`config.mk`:
```
export PLATFORM = sky130hd
export DESIGN_NAME = uart_tx_arbiter
export DESIGN_NICKNAME = d
export VERILOG_FILES = /design/src/rtl/uart_tx_arbiter.sv
export SDC_FILE = /design/constraint.sdc
export NUM_CORES = 1
export LEC_CHECK = 0
export BUFFER_PORTS_ARGS = -buffer_cell sky130_fd_sc_hd__buf_4
export CORE_ASPECT_RATIO = 1.75
export CORE_MARGIN = 3
export CORE_UTILIZATION = 40
export CTS_BUF_LIST = sky130_fd_sc_hd__clkbuf_4 sky130_fd_sc_hd__clkbuf_8
export CTS_CLUSTER_SIZE = 40
export DETAILED_ROUTE_END_ITERATION = 8
export GPL_TIMING_DRIVEN = 0
export SLEW_MARGIN = 20
export SYNTH_ARGS = -nofsm -noshare
export SYNTH_HDL_FRONTEND = slang
export SYNTH_SLANG_ARGS = --single-unit
```
`constraint.sdc`:
```
create_clock -name clk -period 2.4 [get_ports clk]
set_clock_uncertainty 0.05 [all_clocks]
set_input_delay 0.12 -clock clk [delete_from_list [all_inputs] [get_ports clk]]
set_output_delay 0.12 -clock clk [all_outputs]
set_load 0.005 [all_outputs]
```
`src/rtl/uart_tx_arbiter.sv`:
```
// Round-robin, packet-locked arbiter that shares one uart_tx between N byte-stream
// requesters. A watchdog revokes the grant when the owner stalls between bytes.
module uart_tx_arbiter #(
  parameter int N       = 3,
  parameter int TIMEOUT = 1024
) (
  input  logic           clk,
  input  logic           reset,
  input  logic [N-1:0]   req_valid,
  input  logic [8*N-1:0] req_data,
  input  logic [N-1:0]   req_last,
  output logic [N-1:0]   req_ready,
  output logic [N-1:0]   grant,
  output logic           tx_start,
  output logic [7:0]     tx_data,
  input  logic           tx_active,
  input  logic           tx_done,
  output logic           busy,
  output logic           timeout_err
);
  localparam int OW = (N > 1) ? $clog2(N) : 1;
  localparam int CW = $clog2(TIMEOUT + 1);
  localparam logic [OW-1:0] LAST_IDX = OW'(N - 1);
  localparam logic [CW-1:0] CNT_MAX  = CW'(TIMEOUT - 1);

  typedef enum logic [1:0] {IDLE, LOAD, WAIT_DONE} state_t;

  state_t        state_q, state_d;
  logic [N-1:0]  grant_q, grant_d;
  logic [N-1:0]  req_ready_q, req_ready_d;
  logic [OW-1:0] owner_q, owner_d;
  logic [OW-1:0] last_owner_q, last_owner_d;
  logic [CW-1:0] idle_cnt_q, idle_cnt_d;
  logic          last_flag_q, last_flag_d;
  logic          tx_start_q, tx_start_d;
  logic          timeout_err_q, timeout_err_d;
  logic          busy_q, busy_d;
  logic [7:0]    tx_data_q, tx_data_d;

  logic          own_valid, own_last;
  logic [7:0]    own_data;
  logic          pick_found;
  logic [OW-1:0] pick_idx;

  always_comb begin
    own_valid = 1'b0;
    own_last  = 1'b0;
    own_data  = '0;
    for (int i = 0; i < N; i++) begin
      if (owner_q == OW'(i)) begin
        own_valid = req_valid[i];
        own_last  = req_last[i];
        own_data  = req_data[8*i +: 8];
      end
    end
  end

  // Search starts just after the previous owner and wraps past N-1 back to 0.
  always_comb begin
    pick_found = 1'b0;
    pick_idx   = '0;
    for (int k = 1; k <= N; k++) begin
      for (int i = 0; i < N; i++) begin
        if (!pick_found && req_valid[i] &&
            ((int'(last_owner_q) + k == i) || (int'(last_owner_q) + k == i + N))) begin
          pick_found = 1'b1;
          pick_idx   = OW'(i);
        end
      end
    end
  end

  always_comb begin
    state_d       = state_q;
    grant_d       = grant_q;
    owner_d       = owner_q;
    last_owner_d  = last_owner_q;
    idle_cnt_d    = idle_cnt_q;
    last_flag_d   = last_flag_q;
    tx_data_d     = tx_data_q;
    req_ready_d   = '0;
    tx_start_d    = 1'b0;
    timeout_err_d = 1'b0;
    unique case (state_q)
      IDLE: begin
        if (pick_found) begin
          owner_d    = pick_idx;
          idle_cnt_d = '0;
          state_d    = LOAD;
          for (int i = 0; i < N; i++) grant_d[i] = (pick_idx == OW'(i));
        end
      end
      LOAD: begin
        // A leftover byte after reset keeps tx_active high; stall without aging.
        if (own_valid) begin
          if (!tx_active) begin
            tx_data_d   = own_data;
            tx_start_d  = 1'b1;
            req_ready_d = grant_q;
            last_flag_d = own_last;
            state_d     = WAIT_DONE;
          end
        end else if (idle_cnt_q == CNT_MAX) begin
          grant_d       = '0;
          timeout_err_d = 1'b1;
          last_owner_d  = owner_q;
          state_d       = IDLE;
        end else begin
          idle_cnt_d = idle_cnt_q + 1'b1;
        end
      end
      WAIT_DONE: begin
        // A done coinciding with our own start pulse belongs to an earlier byte.
        if (tx_done && !tx_start_q) begin
          if (last_flag_q) begin
            grant_d      = '0;
            last_owner_d = owner_q;
            state_d      = IDLE;
          end else begin
            idle_cnt_d = '0;
            state_d    = LOAD;
          end
        end
      end
      default: state_d = IDLE;
    endcase
    busy_d = (state_d != IDLE);
  end

  always_ff @(posedge clk) begin
    if (reset) begin
      state_q       <= IDLE;
      grant_q       <= '0;
      req_ready_q   <= '0;
      owner_q       <= '0;
      last_owner_q  <= LAST_IDX;
      idle_cnt_q    <= '0;
      last_flag_q   <= 1'b0;
      tx_start_q    <= 1'b0;
      timeout_err_q <= 1'b0;
      busy_q        <= 1'b0;
      tx_data_q     <= '0;
    end else begin
      state_q       <= state_d;
      grant_q       <= grant_d;
      req_ready_q   <= req_ready_d;
      owner_q       <= owner_d;
      last_owner_q  <= last_owner_d;
      idle_cnt_q    <= idle_cnt_d;
      last_flag_q   <= last_flag_d;
      tx_start_q    <= tx_start_d;
      timeout_err_q <= timeout_err_d;
      busy_q        <= busy_d;
      tx_data_q     <= tx_data_d;
    end
  end

  assign grant       = grant_q;
  assign req_ready   = req_ready_q;
  assign tx_start    = tx_start_q;
  assign tx_data     = tx_data_q;
  assign busy        = busy_q;
  assign timeout_err = timeout_err_q;
endmodule

```
**After elaboration in Yosys (flattened, before gate mapping)**

Cells that the tools add are included.

- Bits in registers: 35
- Output and inout port bits: 17
- Logic and storage cells: 152

- Add/subtract/negate cells: 4
- Equality and inequality tests: 29
- Mux-type cells: 52
- Bitwise gates (word level): 3
- Reduce and logical (&&, ||, !) cells: 53

Operators by type and width:

| kind | count |
|---|---|
| == test 32 x 3 -> 1 bit (second input constant) | 6 |
| == test 32 x 2 -> 1 bit (second input constant) | 3 |
| == test 32 x 4 -> 1 bit (second input constant) | 3 |
| logical NOT 32 bit | 3 |
| 2-to-1 mux 11 bit | 5 |
| one-hot mux 11 bit (3 select lines) | 1 |
| 2-to-1 mux 2 bit | 16 |
| 2-to-1 mux 8 bit | 3 |
| 2-to-1 mux 1 bit | 19 |
| logical AND 1 bit | 18 |
| 2-to-1 mux 3 bit | 5 |
| != test 2 bit (second input constant) | 7 |
| AND reduction 6 bit | 2 |
| adder 11 x 1 -> 11 bit (second input constant) | 1 |
| == test 11 x 10 -> 1 bit (second input constant) | 1 |
| == test 3 bit (second input constant) | 3 |
| logical NOT 1 bit | 9 |
| logical OR 1 bit | 9 |
| one-hot mux 3 bit (3 select lines) | 1 |
| adder 2 x 2 -> 3 bit (second input constant) | 2 |
| == test 2 x 1 -> 1 bit (second input constant) | 3 |
| == test 2 bit (second input constant) | 3 |
| logical NOT 2 bit | 3 |
| one-hot mux 2 bit (3 select lines) | 1 |
| other kinds (10) | 14 |

**Depth between registers and ports, before layout**

Gate-level depths: netlist (run 1).

- Depth after elaboration: 40
- Mapped depth: 8

**Worst setup path before layout (run 1)**

OpenSTA, ideal clock, no wires.

- Path kind: register to register
- Start point: register last_owner_q[0]
- End point: register idle_cnt_q[5]
- Library setup time: 0.084 ns
- Arrival: 1.901 ns
- Required time: 2.266 ns
- Slack: 0.365 ns
- Stages on the path, launching flop included: 8
- Period minus slack after synthesis: 2.035 ns
- Path through: dfxtp_1 > inv_1 > ha_1 > nor3b_1 > o211ai_4 > nand2_2 > or4_4 > o31ai_2

- Cells in the longest elaborated chain, start to end: 39

Ends and longest elaborated chain:

| item | RTL line | source |
|---|---|---|
| start, declared | 32 | `logic [OW-1:0] last_owner_q, last_owner_d;` |
| start signal, assigned | 148 | `last_owner_q <= last_owner_d;` |
| adder 2 x 1 -> 3 bit | 65 | `((int'(last_owner_q) + k == i) \|\| (int'(last_owner_q) + k == i + N))) begin` |
| == test 32 x 3 -> 1 bit or logical NOT 32 bit (tied branches) | 65 |  |
| logical OR 1 bit | 65 |  |
| logical AND 1 bit | 64 | `if (!pick_found && req_valid[i] &&` |
| 2-to-1 mux 1 bit | 64 |  |
| logical NOT 1 bit | 64 |  |
| logical AND 1 bit (2 in series) | 64 |  |
| 2-to-1 mux 1 bit | 64 |  |
| [20 not listed] | - |  |
| logical NOT 1 bit | 64 |  |
| logical AND 1 bit (2 in series) | 64 |  |
| 2-to-1 mux 1 bit | 64 |  |
| logical NOT 1 bit | 64 |  |
| logical AND 1 bit (2 in series) | 64 |  |
| 2-to-1 mux 1 bit * | 64 |  |
| != test 2 bit (no line) * | - |  |
| AND reduction 6 bit (no line) * | - |  |
| end signal, assigned | 149 | `idle_cnt_q <= idle_cnt_d;` |
| end, declared | 33 | `logic [CW-1:0] idle_cnt_q, idle_cnt_d;` |

Mark *: on every way between the ends. The rest lies on a longest branch, timed or not.
A chain may end at the register's enable or synchronous reset.

**Worst setup path in the final report (run 1)**

- Start point: register last_owner_q[1]
- End point: register idle_cnt_q[5]

The elaborated chain is that of the path after synthesis.

==> results of run 1 <==
==> cell type report <==
type	count	area [um2]	area share (%)
clock buffer	8	104	4.03
multi-input combinational	185	1250	48.7
buffer	11	47.5	1.84
inverter	10	37.5	1.46
sequential	35	701	27.2
tap	52	65.1	2.52
timing repair buffer	49	368	14.3
==> stage by stage <==
step | hold WS (ps) | setup slack, ps | setup TNS [ps] | total power [mW] | cells
floorplan | 267 | 365 | 0 | 1.38 | 241
CTS | 103 | 118 | 0 | 2.17 | 350
global route | 112 | -2.64 | -2.64 | 2.31 | 350
global placement | 399 | 160 | 0 | 1.67 | 342
detailed placement | 404 | 136 | 0 | 1.67 | 342
finish | 117 | 152 | 0 | 2.15 | 350
==> how the worst max path moves through the flow <==
stage,startpoint,endpoint,slack [ps],depth (start not counted)
floorplan,last_owner_q[0],idle_cnt_q[5],360,7
global placement,last_owner_q[1],busy,160,7
detailed placement,last_owner_q[0],idle_cnt_q[5],140,8
CTS,last_owner_q[1],idle_cnt_q[5],120,8
global route,last_owner_q[1],busy,-3,7
finish,last_owner_q[1],idle_cnt_q[5],150,8
==> where the power goes <==
part / leakage, nW / internal [mW] / total, mW / switching, mW
Sequential: 0.284 / 0.666 / 0.731 / 0.0655
Clock: 0.0549 / 0.274 / 0.490 / 0.217
Combinational: 0.686 / 0.420 / 0.933 / 0.513
Total: 1.03 / 1.36 / 2.15 / 0.795
==> metal layers <==
layer  global-route usage [%]  part of all wire (%)
met5                        0                     0
met4                     8.36                   1.8
met3                     4.38                   4.1
met2                     35.3                    54
met1                     21.3                    40
==> registers in the layout (all words and copies together) (netlist names), 2 cells and up <==
| signal | cells |
|---|---|
| tx_data | 8 |
| state_q | 2 |
| grant | 3 |
| req_ready | 3 |
| idle_cnt_q | 11 |
| last_owner_q | 2 |
| owner_q | 2 |
==> timing repair <==
item                       in CTS  in global routing
resized for setup               0                  1
setup endpoints to repair       0                  2
hold endpoints to repair        0                  0
==> synthesized netlist by cell type, types with 7 or more instances <==
cell type	count
inv_1	10
nand2_1	10
ha_1	8
a211oi_1	10
clkbuf_1	8
dfxtp_1	35
a21oi_1	21
nand2b_1	7
nor2_1	32
mux2i_1	14
o21ai_0	8
==> critical path: stages (launching register included) <==
cell,delay [ps]
dfxtp_1,360
inv_1,70
ha_1,250
o31ai_1,450
o211ai_4,170
and2_2,200
clkbuf_1,230
a211o_1,330
o31ai_2,60
==> kinds of logic (layout without fill, tap and decap cells) <==
logic type / count (synthesis) / count (layout) / share of synthesized area [%]
DFF: 35 / 35 / 34.4
adders and majority gates: 8 / 8 / 4.92
muxes: 16 / 16 / 8.11
buffers and inverters: 21 / 78 / 4.18
AOI/OAI and AO/OA: 69 / 69 / 24.4
and+or+nand+nor: 92 / 92 / 24.0
==> flow_metrics.tcl, run 1 <==
set metrics [dict create \
    first_pass_iters 5 \
    drt-initial-drc-count 57 \
    cts_tree "done" \
    ioPinCount 51 \
    grt_pass1_vias 1987 \
    wl_per_cell_um 16.0 \
    cts_buffer_depth 2 \
    syn_to_final_growth_pct 26.6 \
    postSynthCellCount 241 \
    synth.area.top_cells "dfxtp_1 (34%), mux2i_1 (6.9%), nor2_1 (5.9%)" \
    crit_arrival_ps 2400 \
    r2r_slack_ps 150 \
    cts.sinks 35 \
    fin_nets 339 \
    final_cell_mix "buf_4 (50), dfxtp_1 (35), nor2_1 (32)" \
    final_common_cell "buf_4" \
    power_per_cell_area_nw_per_um2 836 \
    drv_cap 0 \
    relSlewSlack_pct 64.7 \
    dpl.hpwl_um 4280 \
    synth_top_area_cell "dfxtp_1" \
    insertion_delay_ps 290 \
    setup_violations 0 \
    hold_buffers 0 \
    setup.worst_path.class "reg -> reg" \
    r2r_cells 8 \
    r2r-end "idle_cnt_q[5]" \
    grt_usage_pct 19.7 \
    worstPathRequired_ps 2560 \
    clkTransAtPathRegs_ps 70 \
    end_kind "flip-flop" \
    design_area_um2 2580 \
    hold_path_end "tx_data[2]" \
    h-tree-depth 2 \
    seq_area_frac_synth_pct 34.4 \
    vias_per_cell 5.70 \
    fmax_ghz 0.445 \
    fillers 478 \
    gr-total-overflow 0 \
    vias 1995 \
    grt_max_degree 11 \
    fp.dieH_um 100 \
    rows 33 \
    ys.flop_type "dfxtp_1" \
    gp_congestion 0.852 \
    crit-reg2reg-launch "last_owner_q[1]" \
    worstSetupStartpointType "flip-flop" \
    hold_class "in -> reg" \
    drc_errors 0 \
    synth_area_um2 2040 \
    antenna_left 0 \
    antenna_found_initial 0 \
    ys_ff_latch 35 \
    critPathMaxFanout 9 \
    cts_setup_buffers 0 \
    drive_gt1_share_pct 23.8 \
    die_area_um2 6010 \
    synthesis.nets 283 \
    yosysWarnings 0 \
    io_buffers 49 \
    routed_wl_um 5600 \
    core_um2 4790 \
    async_flop_share_pct 0 \
    min_path_cells 3 \
    fin_util_pct 53.8 \
    fin_crit_ps 2250 \
    finalHoldViolations 0 \
    p_leak_nw 1.03 \
    status "finished, final reports clean" \
    grt_pass1_wl_um 9070 \
    root_buffer "clkbuf_8" \
    die-width_um 59.9 \
    synth-edff-count 0 \
    diodes 0 \
    place_area_um2 2470 \
    worst_pin_slew_ps 529 \
    yosysUniqueCellTypes 56 \
    min_from "req_data[18]" \
    fin_crit_sh_pct 93.6 \
    vdd_drop_max_uv 564 \
    synth.top_cell.area_share_pct 34.4 \
    syn_area_per_cell_um2 8.45 \
    slew_viol_final 0 \
    start_util_pct 42.5 \
    cts_buffers 5 \
]
(Power assumes the default switching activity.)
==> run 2: changes to the inputs <==
Settings changed: CAP_MARGIN set to 20.
Clock period 2.4 ns to 2.18 ns, I/O delays scaled along.
==> run 2 against run 1 <==
Against the previous run: global-route usage rose by 0.051 points; cell area up 4.1%; sequential share of layout area decreased by 0.97 points; die area unchanged; clock-buffer cell count did not move; clock power up 9.4%; wire length rose by 1.6%.
==> flow_metrics.tcl, run 2 (synthesis results as in run 1) <==
set metrics [dict create \
    syn_to_final_growth_pct 31.8 \
    ioPinCount 51 \
    vias_per_cell 5.72 \
    p_leak_nw 1.06 \
    hold_class "in -> reg" \
    critical_path_buf_inv_count 1 \
    grt_usage_pct 19.8 \
    grt_most_used_layer "met2" \
    setup.worst_path.class "reg -> reg" \
    rows 33 \
    worstSetupStartpointType "flip-flop" \
    gr-total-overflow 0 \
    first_pass_iters 4 \
    grt_use_met2_pct 35.3 \
    cpPeakStageDelay_ps 580 \
    drt-initial-drc-count 47 \
    final_common_cell "buf_4" \
    hold_slack_ps 108 \
    dp_slack_ps -83.8 \
    vias 2035 \
    drc_errors 0 \
    use_met3_pct 4.38 \
    wl_per_cell_um 16.0 \
    cts.sinks 35 \
    power_per_cell_area_nw_per_um2 927 \
    relSlewSlack_pct 64.2 \
    antenna_found_initial 0 \
    place_area_um2 2470 \
    drive_gt1_share_pct 29.6 \
    start_util_pct 42.5 \
    cts_buffer_depth 2 \
    antenna_left 0 \
    cts_buffers 5 \
    fin_crit_sh_pct 96.2 \
    fin_crit_ps 2100 \
    core_um2 4790 \
    finalHoldViolations 0 \
    grt_pass1_wl_um 9100 \
    insertion_delay_ps 280 \
    final_cell_mix "buf_4 (57), dfxtp_1 (33), nor2_1 (32)" \
    grt_max_degree 11 \
    dpl.hpwl_um 4280 \
    routed_wl_um 5690 \
    h-tree-depth 2 \
    cts_tree "done" \
    crit_family "simple AND/OR/NAND/NOR gates" \
    worstPathRequired_ps 2350 \
    root_buffer "clkbuf_8" \
    diodes 0 \
    grt_pass1_vias 1985 \
    top_register "idle_cnt_q" \
    vdd_drop_max_uv 616 \
    critPathMaxFanout 5 \
    worst_pin_slew_ps 534 \
    fmax_ghz 0.477 \
    path_cells "inv_2 > ha_4 > nor3b_2 > o211ai_4 > nand3b_1 > or4b_4 > a21oi_2" \
    die-width_um 59.9 \
    dp_cells 342 \
    fp.dieH_um 100 \
    stdcell_count 356 \
    status "finished, final reports clean" \
    gp_congestion 0.852 \
    die_area_um2 6010 \
    setup_violations 0 \
    drv_cap 0 \
    layout_setup_ws_ps 82.2 \
    io_buffers 49 \
    largest_register_ffs 11 \
    cpMaxStageDelayCell "or4b_4" \
    clkTransAtPathRegs_ps 70 \
    slew_viol_final 0 \
    design_area_um2 2680 \
    crit_arrival_ps 2260 \
    end_kind "flip-flop" \
    use_met1_pct 21.6 \
    finalPower_mw 2.49 \
    fin_nets 345 \
]
[run 2: changes by cell type in the layout (fill, tap and decap cells not counted), sizes merged]
cell | before | now
buf | 52 | 59
clkbuf | 16 | 15
[run 2: repair_timing]
action                                  4_1_cts  5_1_grt
endpoints found under the setup margin        4        7
resized for setup                             3       12
hold buffers                                  0        0
pin swaps                                     2        6
buffers inserted                              0        7
[run 2: worst min-delay path, stage by stage]
cell and delay (ps):
buf_4 110, a21oi_1 110, a211oi_1 70
[run 2: metrics by stage]
step                      util (%)  setup TNS (ps)
after global routing          56.0           -82.9
after CTS                     53.9               0
after detailed placement      51.5            -265
final                         56.0               0
after global placement        51.5            -192
after floorplan                  -               0
[run 2: power breakdown]
group	internal, mW	switching [mW]	leakage, nW
Combinational	0.535	0.604	0.723
Sequential	0.736	0.0755	0.284
Clock	0.301	0.235	0.0549
[run 2: path summary, 6_finish.rpt]
check | endpoint | startpoint | slack (ps) | cells after the start
max | grant[1] | last_owner_q[0] | 80 | 7
max reg2reg | grant[1] | last_owner_q[0] | 80 | 7
min | tx_data[2] | req_data[18] | 110 | 3
min reg2reg | idle_cnt_q[10] | idle_cnt_q[10] | 420 | 2
[run 2: final cells by class]
cell class / instances / area, um2
sequential: 35 / 703
fill: 464 / 2110
multi-input combinational: 185 / 1310
buffer: 10 / 43.8
clock buffer: 8 / 104
timing repair buffer: 56 / 420
tap: 52 / 65.1
inverter: 10 / 37.5
[run 2: per-layer routing]
layer	up-vias	share of wire, %
li1	1007	-
met1	968	40
met2	48	54
met3	12	3.8
met4	0	2.3
met5	-	0
